$ cat src/rtl/lamp_sequence_monitor.sv
// lamp_sequence_monitor: watches a one-hot RED->GREEN->YELLOW lamp drive for illegal, out-of-order and stuck colours
module lamp_sequence_monitor #(
    parameter int MAX_HOLD = 4,
    parameter int CNT_W    = 8
) (
    input  logic             clock,
    input  logic             reset_n,
    input  logic [2:0]       light,
    input  logic             clear,
    output logic             locked,
    output logic             err_illegal,
    output logic             err_order,
    output logic             err_stuck,
    output logic [CNT_W-1:0] cycle_count
);
    localparam logic [1:0] UNSYNC = 2'd0;
    localparam logic [1:0] SYNC   = 2'd1;
    localparam logic [1:0] FAULT  = 2'd2;
    localparam logic [2:0] RED    = 3'b100;
    logic [1:0]       state_q, state_d;
    logic [2:0]       last_q, last_d;
    logic [3:0]       hold_q, hold_d;
    logic             locked_q, locked_d;
    logic             ill_q, ill_d;
    logic             ord_q, ord_d;
    logic             stk_q, stk_d;
    logic [CNT_W-1:0] cnt_q, cnt_d;
    logic             legal;
    logic [2:0]       succ;
    logic [3:0]       hold_inc;
    logic [CNT_W-1:0] cnt_inc;
    assign legal    = (light == 3'b100) || (light == 3'b010) || (light == 3'b001);
    // rotate right: RED->GREEN->YELLOW->RED
    assign succ     = {last_q[0], last_q[2:1]};
    assign hold_inc = hold_q + 4'd1;
    assign cnt_inc  = &cnt_q ? cnt_q : cnt_q + CNT_W'(1);
    always_comb begin
        state_d = state_q;
        last_d  = last_q;
        hold_d  = hold_q;
        ill_d   = ill_q;
        ord_d   = ord_q;
        stk_d   = stk_q;
        cnt_d   = cnt_q;
        if (clear) begin
            state_d = UNSYNC;
            last_d  = RED;
            hold_d  = '0;
            ill_d   = 1'b0;
            ord_d   = 1'b0;
            stk_d   = 1'b0;
            cnt_d   = '0;
        end else if (state_q == UNSYNC) begin
            if (legal) begin
                state_d = SYNC;
                last_d  = light;
                hold_d  = 4'd1;
            end
        end else if (state_q == SYNC) begin
            if (!legal) begin
                ill_d   = 1'b1;
                state_d = FAULT;
            end else if (light == last_q) begin
                hold_d = hold_inc;
                if (hold_inc == 4'(MAX_HOLD)) begin
                    stk_d   = 1'b1;
                    state_d = FAULT;
                end
            end else if (light == succ) begin
                last_d = light;
                hold_d = 4'd1;
                cnt_d  = last_q[0] ? cnt_inc : cnt_q;
            end else begin
                ord_d   = 1'b1;
                state_d = FAULT;
            end
        end
        locked_d = (state_d == SYNC);
    end
    always_ff @(posedge clock or negedge reset_n) begin
        if (!reset_n) begin
            state_q  <= UNSYNC;
            last_q   <= RED;
            hold_q   <= '0;
            locked_q <= 1'b0;
            ill_q    <= 1'b0;
            ord_q    <= 1'b0;
            stk_q    <= 1'b0;
            cnt_q    <= '0;
        end else begin
            state_q  <= state_d;
            last_q   <= last_d;
            hold_q   <= hold_d;
            locked_q <= locked_d;
            ill_q    <= ill_d;
            ord_q    <= ord_d;
            stk_q    <= stk_d;
            cnt_q    <= cnt_d;
        end
    end
    assign locked      = locked_q;
    assign err_illegal = ill_q;
    assign err_order   = ord_q;
    assign err_stuck   = stk_q;
    assign cycle_count = cnt_q;
endmodule

$ cat config.mk
export PLATFORM = sky130hd
export DESIGN_NAME = lamp_sequence_monitor
export DESIGN_NICKNAME = d
export VERILOG_FILES = /design/src/rtl/lamp_sequence_monitor.sv
export SDC_FILE = /design/constraint.sdc
export NUM_CORES = 1
export LEC_CHECK = 0
export BUFFER_PORTS_ARGS = -buffer_cell sky130_fd_sc_hd__clkbuf_2
export CAP_MARGIN = 20
export CORE_AREA = 2 2 57 59
export CTS_CLUSTER_DIAMETER = 50
export DETAILED_ROUTE_END_ITERATION = 7
export DIE_AREA = 0 0 59 61
export PLACE_DENSITY_LB_ADDON = 0.05
export SETUP_SLACK_MARGIN = 0.05
export SYNTH_ARGS = -nofsm -noshare
export SYNTH_HDL_FRONTEND = slang
export SYNTH_SLANG_ARGS = --single-unit
export TNS_END_PERCENT = 20
$ cat constraint.sdc
create_clock -name clock -period 1.8 [get_ports clock]
set_input_delay 0.18 -clock clock [delete_from_list [all_inputs] [get_ports clock]]
set_output_delay 0.18 -clock clock [all_outputs]
set_load 0.05 [all_outputs]
==> flow_summary.toml, run 1 <==
[floorplanning]
floorplan.initialDensity_pct = 51.31
std_cell_rows = 20
core_area_um2 = 2953
die-width_um = 59
dieArea_um2 = 3599
io_pins = 18
die_height_um = 61

[timing]
setup_ws_ns = -0.02521
clock-skew-final_ns = 0.01382
whs_ns = 0.2127
final.min_clock_period_ns = 1.825
rsz0062_at_grt = "yes"
setup_violations = 1
worst_slew_pin_slew_ns = 0.5447
max_freq_mhz = 547.9
hold_viol_final = 0
maxSlewViolCount = 0
period_share_pct = 101.4
slew_headroom_pct = 63.69

[global_route]
grt_pass1_vias = 1251
grt_start_max_net_pins = 22
grt_pass1_wl_um = 5664
grt_overflow = 0
antenna_found_initial = 0
grt_use_total_pct = 20.55

[clocking]
cts.clk_slew.worst_paths_ns = 0.13
cts_tree = "yes"
clk_latency_ns = 0.32
cts_inserted_buffers = 3
h-tree-depth = 1
numClockSinks = 21
ctsRootBufferMaster = "clkbuf_4"
clockBufferDepth = 2

[yosys]
syn_area_per_cell_um2 = 9.713
syn-num-nets = 165
netlist_area_um2 = 1515
synth_top_area_share_pct = 33.03
yosys.cell_count.top_type = "dfrtp_1"
ys_ff_latch = 21
yosysWarnings = 0
yosys.area.top_type = "dfrtp_1"
syn_inst = 156
synthTopCellsByCount = "dfrtp_1 (20), nor2_1 (13), a21oi_1 (10), o21ai_0 (8)"
ys.flop_type = "dfrtp_1"
yosysUniqueCellTypes = 59
synth_edf_count = 0
async_flop_share_pct = 100.0
ys_seq_area_share_pct = 34.76
synth.top_cells.by_area = "dfrtp_1 (33%), and4bb_2 (5.0%), xnor2_1 (3.5%), a21oi_1 (3.3%), nor2_1 (3.2%)"

[place]
place.gp.congestion = 0.8126
hpwl_um = 2438
port_buffers = 17

[setup_path]
crit_path_end_kind = "flop"
crit_fanout = 11
ff2ff_setup_slack_ns = -0.03
critPathLaunch = "last_q[1]$_DFFE_PN0P_"
r2r_end = "cycle_count[4]$_DFFE_PN0P_"
r2r_start = "last_q[1]$_DFFE_PN0P_"
worstRegToRegCells = 5
arrival_ns = 2.05
worstPathRequired_ns = 2.03
startpoint_type = "flop"
path_class = "flop to flop"
worstSetupEndpoint = "cycle_count[4]$_DFFE_PN0P_"

[power_and_ir_drop]
p_leak_nw = 0.7450
vdd_ir_drop_max_uv = 337.3
power_density_nw_per_um2 = 607.6

[route]
postRouteAntennaNets = 0
first_pass_iters = 4
drt_wl_total_um = 3516
route.detailed.drc = 0
wire_per_inst_um = 16.74
routed_via_density = 6.157
vias = 1293
drt_iter0_drc = 50

[layout]
final_core_util_pct = 61.02
drive_gt1_share_pct = 38.98
syn_to_final_growth_pct = 18.91
nNetsFinal = 187
num-fill-cells = 260
antenna_cells = 0

[job]
max_cap_violations = 0

[hold_path]
min_path_type = "input pin to flop"

[status]
status = "complete, but fails checks"
failed_checks = "setup timing"
repair_timing:
action / CTS / global route
endpoints found under the setup margin: 12 / 18
cloned: 0 / 0
endpoints found under the hold margin: 20 / 0
pin swaps: 5 / 16
hold buffers: 1 / 0
setup buffers: 1 / 3
resized for setup: 8 / 13
cell type report:
class / instances / area, um2 / share of cell area [%]
Inverter: 4 / 15.01 / 0.8333
Multi-Input combinational cell: 121 / 1021 / 56.67
Clock inverter: 1 / 5.005 / 0.2778
Timing Repair Buffer: 27 / 162.7 / 9.028
Tap cell: 33 / 41.29 / 2.292
Clock buffer: 3 / 22.52 / 1.250
Sequential cell: 21 / 534.3 / 29.65
report_power, final:
part	total (W)	switching (W)	leakage, nW	internal, W
clock	0.000238	0.000155	0.0177	0.0000831
sequential	0.000530	0.0000330	0.275	0.000497
combinational	0.000327	0.000194	0.452	0.000133
cells by family (layout without fill, tap and decap cells):
logic type	count (synthesis)	after routing	share of synthesized area, %
xor gates and xnor gates	10	10	7.020
muxes	2	2	1.321
DFF	21	21	34.76
and+or+nand+nor	63	63	28.16
buffers and inverters	14	35	5.615
AOI/OAI and AO/OA	43	43	20.64
adders and majority gates	3	3	2.478
flip-flops by register name, summed over array words and instances, names as in the netlist:
name / flops
err_stuck: 1
err_order: 1
last_q: 3
hold_q: 4
state_q: 2
err_illegal: 1
cycle_count: 8
locked: 1
cells in the final DEF, fill, tap and decap left out, types with 3 or more instances in the layout:
master / instances
buf_4: 9
inv_1: 4
ha_1: 3
clkbuf_4: 3
clkbuf_2: 17
nand3_1: 4
dfrtp_2: 6
o21ai_0: 8
a21oi_1: 9
xnor2_1: 4
and4bb_2: 5
nand4b_1: 5
dfrtp_1: 14
nand2_1: 6
nor3_2: 3
nor2_1: 13
nand4_1: 4
a211oi_2: 3
worst max-delay path: stages (launching register included):
cell and delay, ns:
dfrtp_2 0.52, and4bb_2 0.31, a21o_1 0.19, nand4_1 0.15
or3_1 0.38, a21oi_1 0.17
how the worst min path moves through the flow:
stage | startpoint | endpoint | slack, ns | depth (start not counted)
5_1_grt | clear | cycle_count[6]$_DFFE_PN0P_ | 0.21 | 2
6_report | clear | cycle_count[7]$_DFFE_PN0P_ | 0.21 | 2
2_1_floorplan | reset_n | cycle_count[0]$_DFFE_PN0P_ | -0.12 | 0
3_3_place_gp | reset_n | last_q[1]$_DFFE_PN0P_ | 0.19 | 1
3_5_place_dp | reset_n | cycle_count[6]$_DFFE_PN0P_ | 0.19 | 1
4_1_cts | clear | cycle_count[7]$_DFFE_PN0P_ | 0.18 | 2
layer usage:
layer | wire, um | part of all wire, % | vias to the layer above | track usage, %
li1 | - | - | 627 | -
met1 | 1636 | 47 | 643 | 25.10
met2 | 1766 | 50 | 16 | 36.51
met3 | 65 | 1.8 | 7 | 2.772
met4 | 46 | 1.3 | 0 | 8.442
met5 | 0 | 0 | - | 0
through the flow:
stage               setup slack, ns   TNS (ns)  std cells  cell area (um2)  total power, W
floorplan                   0.05065          0        156             1520       0.0007394
global placement            0.02103          0        201             1614       0.0008007
detailed placement        -0.002110  -0.002110        201             1614       0.0008085
CTS                         0.03204          0        207             1698        0.001072
global route                -0.1093    -0.3261        210             1802        0.001152
finish                     -0.02521   -0.02521        210             1802        0.001095
Power figures use the tool's default switching activity.
==> run 2: changes to the inputs <==
- CAP_MARGIN: 20 -> 15
- SETUP_SLACK_MARGIN: 0.05 -> not set
==> flow_summary.toml, run 2 (synthesized netlist as in run 1, its figures left out) <==
[layout]
syn_to_final_growth_pct = 12.06
final_cell_mix = "clkbuf_2 (17), dfrtp_1 (14), nor2_1 (13)"
drive_gt1_share_pct = 32.18
num-fill-cells = 270
seq_area_um2 = 534.3
nNetsFinal = 184
final_common_cell = "clkbuf_2"
antenna_cells = 0
multi_input_area_um2 = 939.7
largest_reg_flops = 8

[power_and_ir_drop]
vdd_ir_drop_max_uv = 337.4
power_density_nw_per_um2 = 622.9
p_leak_nw = 0.7145

[setup_path]
slowest_stage = "dfstp_2"
ff2ff_setup_slack_ns = 0.01
path_class = "flop to flop"
worstPathRequired_ns = 2.02
arrival_ns = 2.01
cpPeakStageDelay_ns = 0.63
startpoint_type = "flop"
crit_chain = "xnor2_1, a21o_1, nand4_1, or3_1, a21oi_1"
crit_fanout = 7
worstRegToRegCells = 5
crit_path_end_kind = "flop"

[clocking]
cts.clk_slew.worst_paths_ns = 0.13
h-tree-depth = 1
clockBufferDepth = 2
cts_tree = "yes"
ctsRootBufferMaster = "clkbuf_4"
numClockSinks = 21
clk_latency_ns = 0.31
cts_inserted_buffers = 3

[timing]
clock-skew-final_ns = 0.01625
setup_violations = 0
maxSlewViolCount = 0
final.setup.tns_ns = 0
final.min_clock_period_ns = 1.788
rsz0062_at_grt = "yes"
slew_headroom_pct = 62.88
max_freq_mhz = 559.4
hold_viol_final = 0
setup_ws_ns = 0.01235
whs_ns = 0.2003
worst_slew_pin_slew_ns = 0.5568
period_share_pct = 99.31

[route]
route.detailed.drc = 0
drt_iter0_drc = 64
routed_via_density = 6.261
vias = 1296
postRouteAntennaNets = 0
drt_wl_total_um = 3370
first_pass_iters = 4
wire_per_inst_um = 16.28

[floorplanning]
die-width_um = 59
dieArea_um2 = 3599
std_cell_rows = 20
die_height_um = 61
floorplan.initialDensity_pct = 51.31
core_area_um2 = 2953
io_pins = 18

[status]
status = "finished, final reports clean"

[global_route]
grt_use_total_pct = 20.31
antenna_found_initial = 0
grt_pass1_vias = 1242
grt_overflow = 0
grt_pass1_wl_um = 5589
grt_start_max_net_pins = 22

[job]
max_cap_violations = 0

[place]
port_buffers = 17
hpwl_um = 2438
place.gp.congestion = 0.8126
dp_slack_ns = -0.002110

[hold_path]
min_path_type = "input pin to flop"
hold_path_depth = 2
run 2: changes by cell type in the layout (fill, tap and decap cells not counted), moves of 2 or more:
| cell | before | now |
|---|---|---|
| a211oi_2 | 3 | 1 |
| nor3_2 | 3 | 1 |
| xnor2_2 | 2 | 0 |
| nor3_1 | 2 | 4 |
| xnor2_1 | 4 | 6 |
| a211oi_1 | 0 | 2 |
| buf_4 | 9 | 6 |
run 2: routing by layer:
| layer | GRT usage [%] | part of all wire [%] | vias to the layer above |
|---|---|---|---|
| li1 | - | - | 623 |
| met1 | 24.41 | 46 | 644 |
| met2 | 36.51 | 51 | 22 |
| met3 | 2.772 | 2.0 | 7 |
| met4 | 8.442 | 1.2 | 0 |
| met5 | 0 | 0 | - |
run 2: where the power goes:
| part | internal, W | switching, W |
|---|---|---|
| sequential | 0.000497 | 0.0000320 |
| combinational | 0.000118 | 0.000177 |
| clock | 0.0000829 | 0.000151 |
| total | 0.000698 | 0.000360 |
run 2: metrics by stage:
step	area, um2	util (%)	total power (W)	cells
2_1_floorplan	1520	-	0.0007394	156
3_3_place_gp	1614	54.66	0.0008007	201
3_5_place_dp	1614	54.66	0.0008085	201
4_1_cts	1652	55.93	0.001049	206
5_1_grt	1698	57.50	0.001116	207
6_report	1698	57.50	0.001058	207
run 2: critical path, delay by kind of cell, from the launching register on:
| kind | cells | cell delay (ns) |
|---|---|---|
| AOI/OAI and AO/OA | 2 | 0.39 |
| xor gates and xnor gates | 1 | 0.17 |
| DFF | 1 | 0.63 |
| and+or+nand+nor | 2 | 0.50 |
run 2: worst paths after layout:
path	end	startpoint
worst max-delay path	cycle_count[4]$_DFFE_PN0P_	last_q[2]$_DFFE_PN1P_
worst min-delay path	cycle_count[7]$_DFFE_PN0P_	clear
worst max register to register	cycle_count[4]$_DFFE_PN0P_	last_q[2]$_DFFE_PN1P_
worst min register to register	err_stuck$_DFFE_PN0P_	err_stuck$_DFFE_PN0P_
max in group asynchronous	cycle_count[4]$_DFFE_PN0P_	reset_n
min in group asynchronous	last_q[1]$_DFFE_PN0P_	reset_n
run 2: final cells by class:
cell class / count / area share, %
repair buffers: 24 / 8.253
clock buffers: 3 / 1.326
inverters: 4 / 0.8843
clock inverters: 1 / 0.2948
multi-input cells: 121 / 55.34
flip-flops and latches: 21 / 31.47
well taps: 33 / 2.432
run 2: timing repair:
action	in CTS	in global routing
setup endpoints to repair	4	18
buffers inserted	0	1
resized for setup	0	8
hold endpoints to repair	20	0
hold buffers	1	0
pin swaps	0	4
==> run 3: changes to the inputs <==
- CORE_AREA: 2 2 57 59 -> 2 2 56 58
- DIE_AREA: 0 0 59 61 -> 0 0 58 60
- clock period: 1.8 -> 1.85 ns (I/O delays scaled with it)
==> flow_summary.toml, run 3 (synthesized netlist as in run 1, its figures left out) <==
[layout]
syn_to_final_growth_pct = 10.57
final_common_cell = "clkbuf_2"
final_cell_mix = "clkbuf_2 (17), dfrtp_1 (14), nor2_1 (13)"
drive_gt1_share_pct = 30.81
final_cells = 205
fin_area_um2 = 1675
final_core_util_pct = 57.72
antenna_cells = 0
largest_reg_flops = 8
nNetsFinal = 182

[floorplanning]
floorplan.initialDensity_pct = 52.20
die-width_um = 58
dieArea_um2 = 3480
die_height_um = 60
core_area_um2 = 2903
io_pins = 18
std_cell_rows = 20

[power_and_ir_drop]
p_leak_nw = 0.7033
seqPwrFrac_pct = 50.1
p_clk_share_pct = 22.9
pwr-share-comb_pct = 27.0
p_switching_w = 0.0003560
power_density_nw_per_um2 = 614.2
p_sw_share_pct = 34.60
vdd_ir_drop_max_uv = 537.6
p_int_w = 0.0006731

[clocking]
cts_inserted_buffers = 3
cts_tree = "yes"
numClockSinks = 21
h-tree-depth = 1
clockBufferDepth = 2
cts.clk_slew.worst_paths_ns = 0.13
ctsRootBufferMaster = "clkbuf_4"
clk_latency_ns = 0.31

[place]
dp_slack_ns = 0.04362
port_buffers = 17
placedCellCount = 199
post_dp_cell_area_um2 = 1599
place.gp.congestion = 0.8119
hpwl_um = 2367

[setup_path]
arrival_ns = 2.03
path_class = "flop to flop"
crit_path_end_kind = "flop"
crit_fanout = 7
startpoint_type = "flop"
worstPathRequired_ns = 2.08

[global_route]
grt_pass1_vias = 1216
grt_use_total_pct = 20.49
grt_start_max_net_pins = 22
antenna_found_initial = 0
grt_pass1_wl_um = 5568
grt_overflow = 0

[timing]
maxSlewViolCount = 0
slew_headroom_pct = 62.40
period_share_pct = 97.03
rsz0062_at_grt = "yes"
setup_ws_ns = 0.05490
hold_viol_final = 0
worst_slew_pin_slew_ns = 0.5615
final.min_clock_period_ns = 1.795
clock-skew-final_ns = 0.009305
whs_ns = 0.1953
setup_violations = 0
max_freq_mhz = 557.1

[route]
route.detailed.drc = 0
postRouteAntennaNets = 0
drt_iter0_drc = 50
vias = 1269
drt_wl_total_um = 3337
routed_via_density = 6.190
wire_per_inst_um = 16.28
first_pass_iters = 4

[job]
max_cap_violations = 0

[hold_path]
min_path_type = "input pin to flop"

[status]
status = "finished, final reports clean"
[run 3: layer usage]
layer	routed length (um)	track usage (%)
met3	79	2.597
met5	0	0
met1	1555	26.22
met2	1691	36.85
met4	10	4.651
[run 3: cell type report]
type,instances,area [um2]
Timing Repair Buffer,22,125.1
Inverter,4,15.01
Clock inverter,1,5.005
Fill cell,267,1227
Sequential cell,21,534.3
Multi-Input combinational cell,121,932.1
Clock buffer,3,22.52
Tap cell,33,41.29
[run 3: power groups by stage]
| stage | Combinational (W) | Sequential [W] | Clock, W |
|---|---|---|---|
| after floorplan | 0.000190 | 0.000530 | 0 |
| after global placement | 0.000254 | 0.000520 | 0 |
| after detailed placement | 0.000258 | 0.000522 | 0 |
| after CTS | 0.000262 | 0.000513 | 0.000247 |
| after global routing | 0.000304 | 0.000521 | 0.000255 |
| final | 0.000278 | 0.000516 | 0.000236 |
[run 3: critical path: stages (launching register included)]
cell	delay (ns)
dfstp_2	0.63
xnor2_1	0.18
a21o_1	0.22
nand4_1	0.13
or3_1	0.37
a21oi_1	0.18
[run 3: worst paths after layout]
| check | start | to | slack (ns) | depth (start not counted) |
|---|---|---|---|---|
| max | last_q[2]$_DFFE_PN1P_ | cycle_count[4]$_DFFE_PN0P_ | 0.05 | 5 |
| min | clear | cycle_count[7]$_DFFE_PN0P_ | 0.20 | 2 |
| max reg2reg | last_q[2]$_DFFE_PN1P_ | cycle_count[4]$_DFFE_PN0P_ | 0.05 | 5 |
| min reg2reg | err_illegal$_DFFE_PN0P_ | err_illegal$_DFFE_PN0P_ | 0.51 | 2 |
| max in group asynchronous | reset_n | cycle_count[4]$_DFFE_PN0P_ | 1.07 | 2 |
| min in group asynchronous | reset_n | last_q[0]$_DFFE_PN0P_ | 0.37 | 2 |
[run 3: what timing repair did]
item	in CTS	in global routing
gates resized for setup	0	7
hold endpoints to repair	20	0
hold buffers	1	0
setup buffers	0	1
endpoints found under the setup margin	0	12
[run 3: stage by stage]
stage | setup TNS, ns | power (W)
after floorplan | 0 | 0.0007195
after global placement | 0 | 0.0007743
after detailed placement | 0 | 0.0007800
after CTS | 0 | 0.001021
after global routing | -0.02953 | 0.001080
final | 0 | 0.001029
